<file path="src/rtl/svm_sv_accumulator_pkg.sv">
// Shared Q16.16 constants and FSM state type for the SVM accumulator slice.
package svm_pkg;
    localparam int          DATA_W       = 32;
    localparam int          FRAC_BITS    = 16;
    localparam logic [31:0] Q_ONE        = 32'h0001_0000;
    localparam logic [31:0] Q_MAX        = 32'h7FFF_FFFF;
    localparam logic [31:0] Q_MIN        = 32'h8000_0000;
    localparam logic [31:0] BIAS_DEFAULT = 32'hFFFA_0000;

    typedef enum logic [2:0] {IDLE, ACCUM, DRAIN, FINAL, OUTPUT} acc_state_t;
endpackage

</file>
<file path="src/rtl/svm_sv_accumulator_if.sv">
// Pair stream in, decision result out; both valid/ready handshakes.
interface svm_sv_accumulator_if #(parameter int DATA_W = 32);
    logic              in_valid;
    logic              in_ready;
    logic [DATA_W-1:0] in_alpha;
    logic [DATA_W-1:0] in_kernel;
    logic              out_valid;
    logic              out_ready;
    logic [DATA_W-1:0] decision_value;
    logic              classification_result;
    logic              sat_flag;

    modport master (
        output in_valid, in_alpha, in_kernel, out_ready,
        input  in_ready, out_valid, decision_value, classification_result, sat_flag
    );
    modport slave (
        input  in_valid, in_alpha, in_kernel, out_ready,
        output in_ready, out_valid, decision_value, classification_result, sat_flag
    );
endinterface

</file>
<file path="src/rtl/svm_sat_narrow.sv">
// Narrows a signed Q.32 accumulator value to Q16.16 with saturation.
module svm_sat_narrow #(
    parameter int ACC_W     = 80,
    parameter int DATA_W    = 32,
    parameter int FRAC_BITS = 16
) (
    input  logic signed [ACC_W-1:0]  din,
    output logic signed [DATA_W-1:0] dout,
    output logic                     sat
);
    localparam logic signed [ACC_W-1:0] MAX_EXT = ACC_W'({1'b0, {(DATA_W-1){1'b1}}});
    localparam logic signed [ACC_W-1:0] MIN_EXT = ~MAX_EXT;

    // Arithmetic shift truncates toward negative infinity.
    logic signed [ACC_W-1:0] shifted;
    assign shifted = din >>> FRAC_BITS;

    always_comb begin
        dout = shifted[DATA_W-1:0];
        sat  = 1'b0;
        if (shifted > MAX_EXT) begin
            dout = MAX_EXT[DATA_W-1:0];
            sat  = 1'b1;
        end else if (shifted < MIN_EXT) begin
            dout = MIN_EXT[DATA_W-1:0];
            sat  = 1'b1;
        end
    end
endmodule

</file>
<file path="src/rtl/svm_sv_accumulator.sv">
// Streaming MAC over NUM_SV (alpha_y, kernel) pairs, plus bias, saturated to Q16.16.
module svm_sv_accumulator #(
    parameter int DATA_W    = svm_pkg::DATA_W,
    parameter int FRAC_BITS = svm_pkg::FRAC_BITS,
    parameter int NUM_SV    = 11237,
    parameter int CNT_W     = 14,
    parameter int ACC_W     = 80
) (
    input  logic              clk,
    input  logic              rst,
    input  logic              start,
    input  logic [DATA_W-1:0] bias,
    output logic              busy,
    svm_sv_accumulator_if.slave bus
);
    import svm_pkg::*;

    acc_state_t               state, state_nx;
    logic [CNT_W-1:0]         cnt;
    logic signed [2*DATA_W-1:0] prod_q;
    logic                     prod_vld;
    logic signed [ACC_W-1:0]  acc;
    logic signed [ACC_W-1:0]  sum;
    logic signed [DATA_W-1:0] bias_q;
    logic signed [DATA_W-1:0] narrow_val;
    logic                     narrow_sat;
    logic                     accept;
    logic                     last_beat;

    assign bus.in_ready  = (state == ACCUM) && (cnt < CNT_W'(NUM_SV));
    assign bus.out_valid = (state == OUTPUT);
    assign busy          = (state != IDLE);
    assign accept        = bus.in_valid && bus.in_ready;
    assign last_beat     = accept && (cnt == CNT_W'(NUM_SV - 1));

    // Bias aligned to the Q.32 accumulator point before narrowing.
    assign sum = acc + (ACC_W'(bias_q) <<< FRAC_BITS);

    svm_sat_narrow #(.ACC_W(ACC_W), .DATA_W(DATA_W), .FRAC_BITS(FRAC_BITS)) u_narrow (
        .din  (sum),
        .dout (narrow_val),
        .sat  (narrow_sat)
    );

    always_comb begin
        state_nx = state;
        case (state)
            IDLE:    if (start)         state_nx = ACCUM;
            ACCUM:   if (last_beat)     state_nx = DRAIN;
            DRAIN:                      state_nx = FINAL;
            FINAL:                      state_nx = OUTPUT;
            OUTPUT:  if (bus.out_ready) state_nx = IDLE;
            default:                    state_nx = IDLE;
        endcase
    end

    always_ff @(posedge clk or negedge rst) begin
        if (!rst) state <= IDLE;
        else      state <= state_nx;
    end

    always_ff @(posedge clk or negedge rst) begin
        if (!rst) begin
            cnt                       <= '0;
            prod_q                    <= '0;
            prod_vld                  <= 1'b0;
            acc                       <= '0;
            bias_q                    <= '0;
            bus.decision_value        <= '0;
            bus.classification_result <= 1'b0;
            bus.sat_flag              <= 1'b0;
        end else if (state == IDLE && start) begin
            cnt      <= '0;
            acc      <= '0;
            prod_vld <= 1'b0;
            bias_q   <= bias;
        end else begin
            prod_vld <= accept;
            if (accept) begin
                prod_q <= (2*DATA_W)'($signed(bus.in_alpha)) * (2*DATA_W)'($signed(bus.in_kernel));
                cnt    <= cnt + CNT_W'(1);
            end
            if (prod_vld) acc <= acc + ACC_W'(prod_q);
            if (state == FINAL) begin
                bus.decision_value        <= narrow_val;
                bus.classification_result <= !narrow_val[DATA_W-1] && (|narrow_val);
                bus.sat_flag              <= narrow_sat;
            end
        end
    end
endmodule

</file>
<file path="src/flat_wrapper.sv">
// flat-port wrapper written by rule: the top's interface ports become plain ports
module svm_sv_accumulator_flat import svm_pkg::*;
#(
    parameter int DATA_W    = svm_pkg::DATA_W,
    parameter int FRAC_BITS = svm_pkg::FRAC_BITS,
    parameter int NUM_SV    = 11237,
    parameter int CNT_W     = 14,
    parameter int ACC_W     = 80
)
  (clk, rst, start, bias, busy, bus_in_valid, bus_in_alpha, bus_in_kernel, bus_out_ready, bus_in_ready, bus_out_valid, bus_decision_value, bus_classification_result, bus_sat_flag);
  svm_sv_accumulator_if #(.DATA_W(DATA_W)) bus_i ();
  input  logic clk;
  input  logic rst;
  input  logic start;
  input  logic [DATA_W-1:0] bias;
  output logic busy;
  input wire logic [$bits(bus_i.in_valid)-1:0] bus_in_valid;
  input wire logic [$bits(bus_i.in_alpha)-1:0] bus_in_alpha;
  input wire logic [$bits(bus_i.in_kernel)-1:0] bus_in_kernel;
  input wire logic [$bits(bus_i.out_ready)-1:0] bus_out_ready;
  output wire logic [$bits(bus_i.in_ready)-1:0] bus_in_ready;
  output wire logic [$bits(bus_i.out_valid)-1:0] bus_out_valid;
  output wire logic [$bits(bus_i.decision_value)-1:0] bus_decision_value;
  output wire logic [$bits(bus_i.classification_result)-1:0] bus_classification_result;
  output wire logic [$bits(bus_i.sat_flag)-1:0] bus_sat_flag;
  assign bus_i.in_valid = bus_in_valid;
  assign bus_i.in_alpha = bus_in_alpha;
  assign bus_i.in_kernel = bus_in_kernel;
  assign bus_i.out_ready = bus_out_ready;
  assign bus_in_ready = bus_i.in_ready;
  assign bus_out_valid = bus_i.out_valid;
  assign bus_decision_value = bus_i.decision_value;
  assign bus_classification_result = bus_i.classification_result;
  assign bus_sat_flag = bus_i.sat_flag;
  svm_sv_accumulator #(.DATA_W(DATA_W), .FRAC_BITS(FRAC_BITS), .NUM_SV(NUM_SV), .CNT_W(CNT_W), .ACC_W(ACC_W)) u_core (.clk(clk), .rst(rst), .start(start), .bias(bias), .busy(busy), .bus(bus_i));
endmodule
</file>
<file path="config.mk">
export PLATFORM = sky130hd
export DESIGN_NAME = svm_sv_accumulator_flat
export DESIGN_NICKNAME = d
export VERILOG_FILES = /design/src/rtl/svm_sv_accumulator_pkg.sv /design/src/rtl/svm_sv_accumulator_if.sv /design/src/rtl/svm_sat_narrow.sv /design/src/rtl/svm_sv_accumulator.sv /design/src/flat_wrapper.sv
export SDC_FILE = /design/constraint.sdc
export NUM_CORES = 2
export LEC_CHECK = 0
export CORE_ASPECT_RATIO = 1.2
export CORE_MARGIN = 2
export CORE_UTILIZATION = 65
export DETAILED_ROUTE_END_ITERATION = 7
export DONT_BUFFER_PORTS = 1
export HOLD_SLACK_MARGIN = 0.03
export PLACE_DENSITY = 0.81
export REMOVE_ABC_BUFFERS = 1
export SYNTH_ARGS = -nofsm -noshare
export SYNTH_HDL_FRONTEND = slang
export SYNTH_SLANG_ARGS = --single-unit
</file>
<file path="constraint.sdc">
create_clock -name clk -period 5.6 [get_ports clk]
set_clock_uncertainty 0.1 [all_clocks]
set_input_delay 1.68 -clock clk [delete_from_list [all_inputs] [get_ports clk]]
set_output_delay 1.68 -clock clk [all_outputs]
set_load 0.02 [all_outputs]
</file>
==> impl_results.md <==
* Synth Area in Adders at 48.1%
* Sequential cell area fraction in the yosys report at 10.6%
* Die height at 319 µm
* Clk_lat worst skew at 540 ps
* Via count at 42747
* Multiplexer area fraction after synthesis at 1.03%
* DP Wirelength at 115000 µm
* Site Rows at 115
* MaxCap Viol Count at 0
* Yosys warns at 0
* Mapped Area at 0.0537 mm²
* Min Tclk post-route at 8430 ps
* Final WS setup at -2830 ps
* Die ar. at 0.0850 mm²
* Share of layout cells above drive strength 1 at 9.66%
* CTS Buffer Depth at 3
* Arrival time at the worst endpoint at 8750 ps
* H-tree depth at 1
* Worst slew pin tran at 1010 ps
* Buffers on Ports at 0
* Critical Path Fanout Max at 32
* Startpoint Class: input pin
* Initial antenna violation count at 1
* CTS Root Buffer Type: clkbuf_16
* 1st-iter DRT viols at 3222
* Grt total ovfl at 0
* RSZ-0062 raised after global routing: true
* Die Span X at 266 µm
* DRC at 0
* Num CTS Buffers at 22
* Total Routing Usage GR at 34.9%
* Most frequent CP cell: fa_1
* CTS tree: done
* Post-synth EDFFs at 0
* Main combinational cell family by area after synthesis: adder cells
* Largest net degree at the start of global routing at 229
* ANT nets after route at 0
* Vias/cell at 6.00
* FMAX at 0.119 GHz
* Hold WC Path Type: reg -> reg
* Async S/R FF share, synth at 100%
* Post-synthesis register bit count at 228
* Yosys top cell area share at 40.4%
* Reg area at 0.00571 mm²
* FILL cells at 5978
* Synth Area in Simple Gates at 17.1%
* CP Capture Type: flop
* Leading area contributor after synthesis: fa_1
* CP peak stage delay at 520 ps
* Relative slew slack at 32.4%
* Compound-Gate Fraction of Synth Area at 10.3%
* Top post-synthesis cells by area: fa_1 (40%), dfrtp_1 (11%), ha_1 (7.7%), inv_1 (7.2%), and2_1 (6.0%)
* Kind of critical path: in -> reg
* Wire per inst at 20.7 µm
* Antenna diodes at 0
* Number of global-route vias before repair at 45654
* Worst reg-to-reg setup slack at 590 ps
* Initial Util at 65.6%
* First-pass GRT wire length at 236000 µm
* Outcome: finished, violations left
* Yosys cell types at 85
* Ports at 138
* Slowest CP cell: fa_1
* Place WS at -3650 ps
* Most common cell in the netlist: fa_1
* Mapped Avg Cell Area at 8.90 µm²
* XOR/XNOR Fraction of Synth Area at 3.39%
* Failing checks: negative setup slack
* Fin nets at 7567
* Final wirelength at 147000 µm
* Sink Count at 228
* Drt first pass iters at 7
* Core area at 0.0819 mm²
* Area delta synth->final at 8.46%
* Worst endpoint required time at 5920 ps
* Max-slew violations at 0
* Setup violations, final at 55
* Final hold viol count at 0
* Primary FF master, synth: dfrtp_1
* Tcrit/Tclk final at 150%
* Worst-path clk slew at 60 ps
* Multi-input logic area at 0.0442 mm²
* Gate Count Post-Synth at 6040
* GP Congestion at 0.986
* Commonest cells post-synth: fa_1 (1084), inv_1 (1035), nand2_1 (830)
final timing paths:
kind | depth (start not counted) | startpoint | end
max | 29 | bus_in_alpha[7] | u_core.prod_q[63]$_DFFE_PN0P_
min | 2 | u_core.prod_q[47]$_DFFE_PN0P_ | u_core.prod_q[47]$_DFFE_PN0P_
max reg2reg | 16 | u_core.bias_q[31]$_DFFE_PN0P_ | u_core.bus.decision_value[6]$_DFFE_PN0P_
min reg2reg | 2 | u_core.prod_q[47]$_DFFE_PN0P_ | u_core.prod_q[47]$_DFFE_PN0P_
max in group asynchronous | 0 | rst | u_core.prod_vld$_DFF_PN0_
min in group asynchronous | 0 | rst | u_core.state[2]$_DFFE_PN0P_
stage by stage:
| step | std cells | area [µm²] | TNS [ps] | hold slack [ps] | util (%) |
|---|---|---|---|---|---|
| detailed placement | 7039 | 55900 | -155530 | 365 | 68.2 |
| global placement | 7039 | 55900 | -152010 | 362 | 68.2 |
| global route | 7122 | 58300 | -123910 | 415 | 71.2 |
| CTS | 7101 | 57500 | -109820 | 381 | 70.2 |
| finish | 7122 | 58300 | -114570 | 381 | 71.2 |
| floorplan | 5725 | 52500 | -134590 | 343 | - |
logic make-up (layout without fill, tap and decap cells):
group,after synthesis,count (layout)
DFF,228,228
and+or+nand+nor,1905,1905
adders and majority gates,1413,1413
buffers and inverters,1350,1379
xor gates and xnor gates,208,208
AOI/OAI and AO/OA,881,881
muxes,55,55
sequential cells by signal, summed over array words and instances, names as in the netlist:
signal / count
u_core.cnt: 14
u_core.bias_q: 32
u_core.prod_q: 64
u_core.acc: 80
u_core.prod_vld: 1
u_core.bus.sat_flag: 1
u_core.bus.classification_result: 1
u_core.state: 3
u_core.bus.decision_value: 32
worst max-delay path, delay by kind of cell:
kind	cells	cell delay, ps
AO/OA/AOI/OAI	8	1700
XOR/XNOR	1	150
adder cells (fa/ha/maj)	9	3770
buffers and inverters	6	590
AND/OR/NAND/NOR	5	860
per-layer routing:
metal / track usage, % / share of wire, %
met1: 44.3 / 38
met4: 17.6 / 6.0
met5: 0 / 0
met3: 4.28 / 6.8
met2: 59.0 / 49
placed cells by master (no fill, tap or decap), types with 27 or more instances in the layout:
cell	Yosys	final
xnor2_1	129	110
fa_1	1084	1060
o21bai_1	41	39
nor3_1	31	27
ha_1	329	308
nand2_1	830	810
o22ai_1	30	30
dfrtp_1	228	227
o21ai_0	214	142
nand2b_1	33	33
xor2_1	79	76
o21ai_1	9	66
buf_4	1	271
buf_6	1	29
mux2i_1	52	52
and2_1	517	508
nor2_1	245	235
inv_1	1035	1008
a21o_1	124	124
nand4_1	48	48
nand3_1	68	65
a21oi_1	261	234
area by class of cell:
type | instances | share of cell area (%)
Clock inverter | 9 | 0.150
Multi-Input combinational cell | 4462 | 75.8
Inverter | 1035 | 6.67
Timing Repair Buffer | 304 | 4.19
Clock buffer | 31 | 1.14
Sequential cell | 228 | 9.80
Tap cell | 1053 | 2.26
repair_timing:
action	in CTS	in global routing
gates cloned	0	0
buffers inserted	24	36
hold buffers	0	0
endpoints found under the setup margin	55	55
gates resized for setup	212	145
pin swaps	128	171
Power is not shown: default switching activity piles up to over one toggle a cycle in this logic, so the estimate is an artifact.
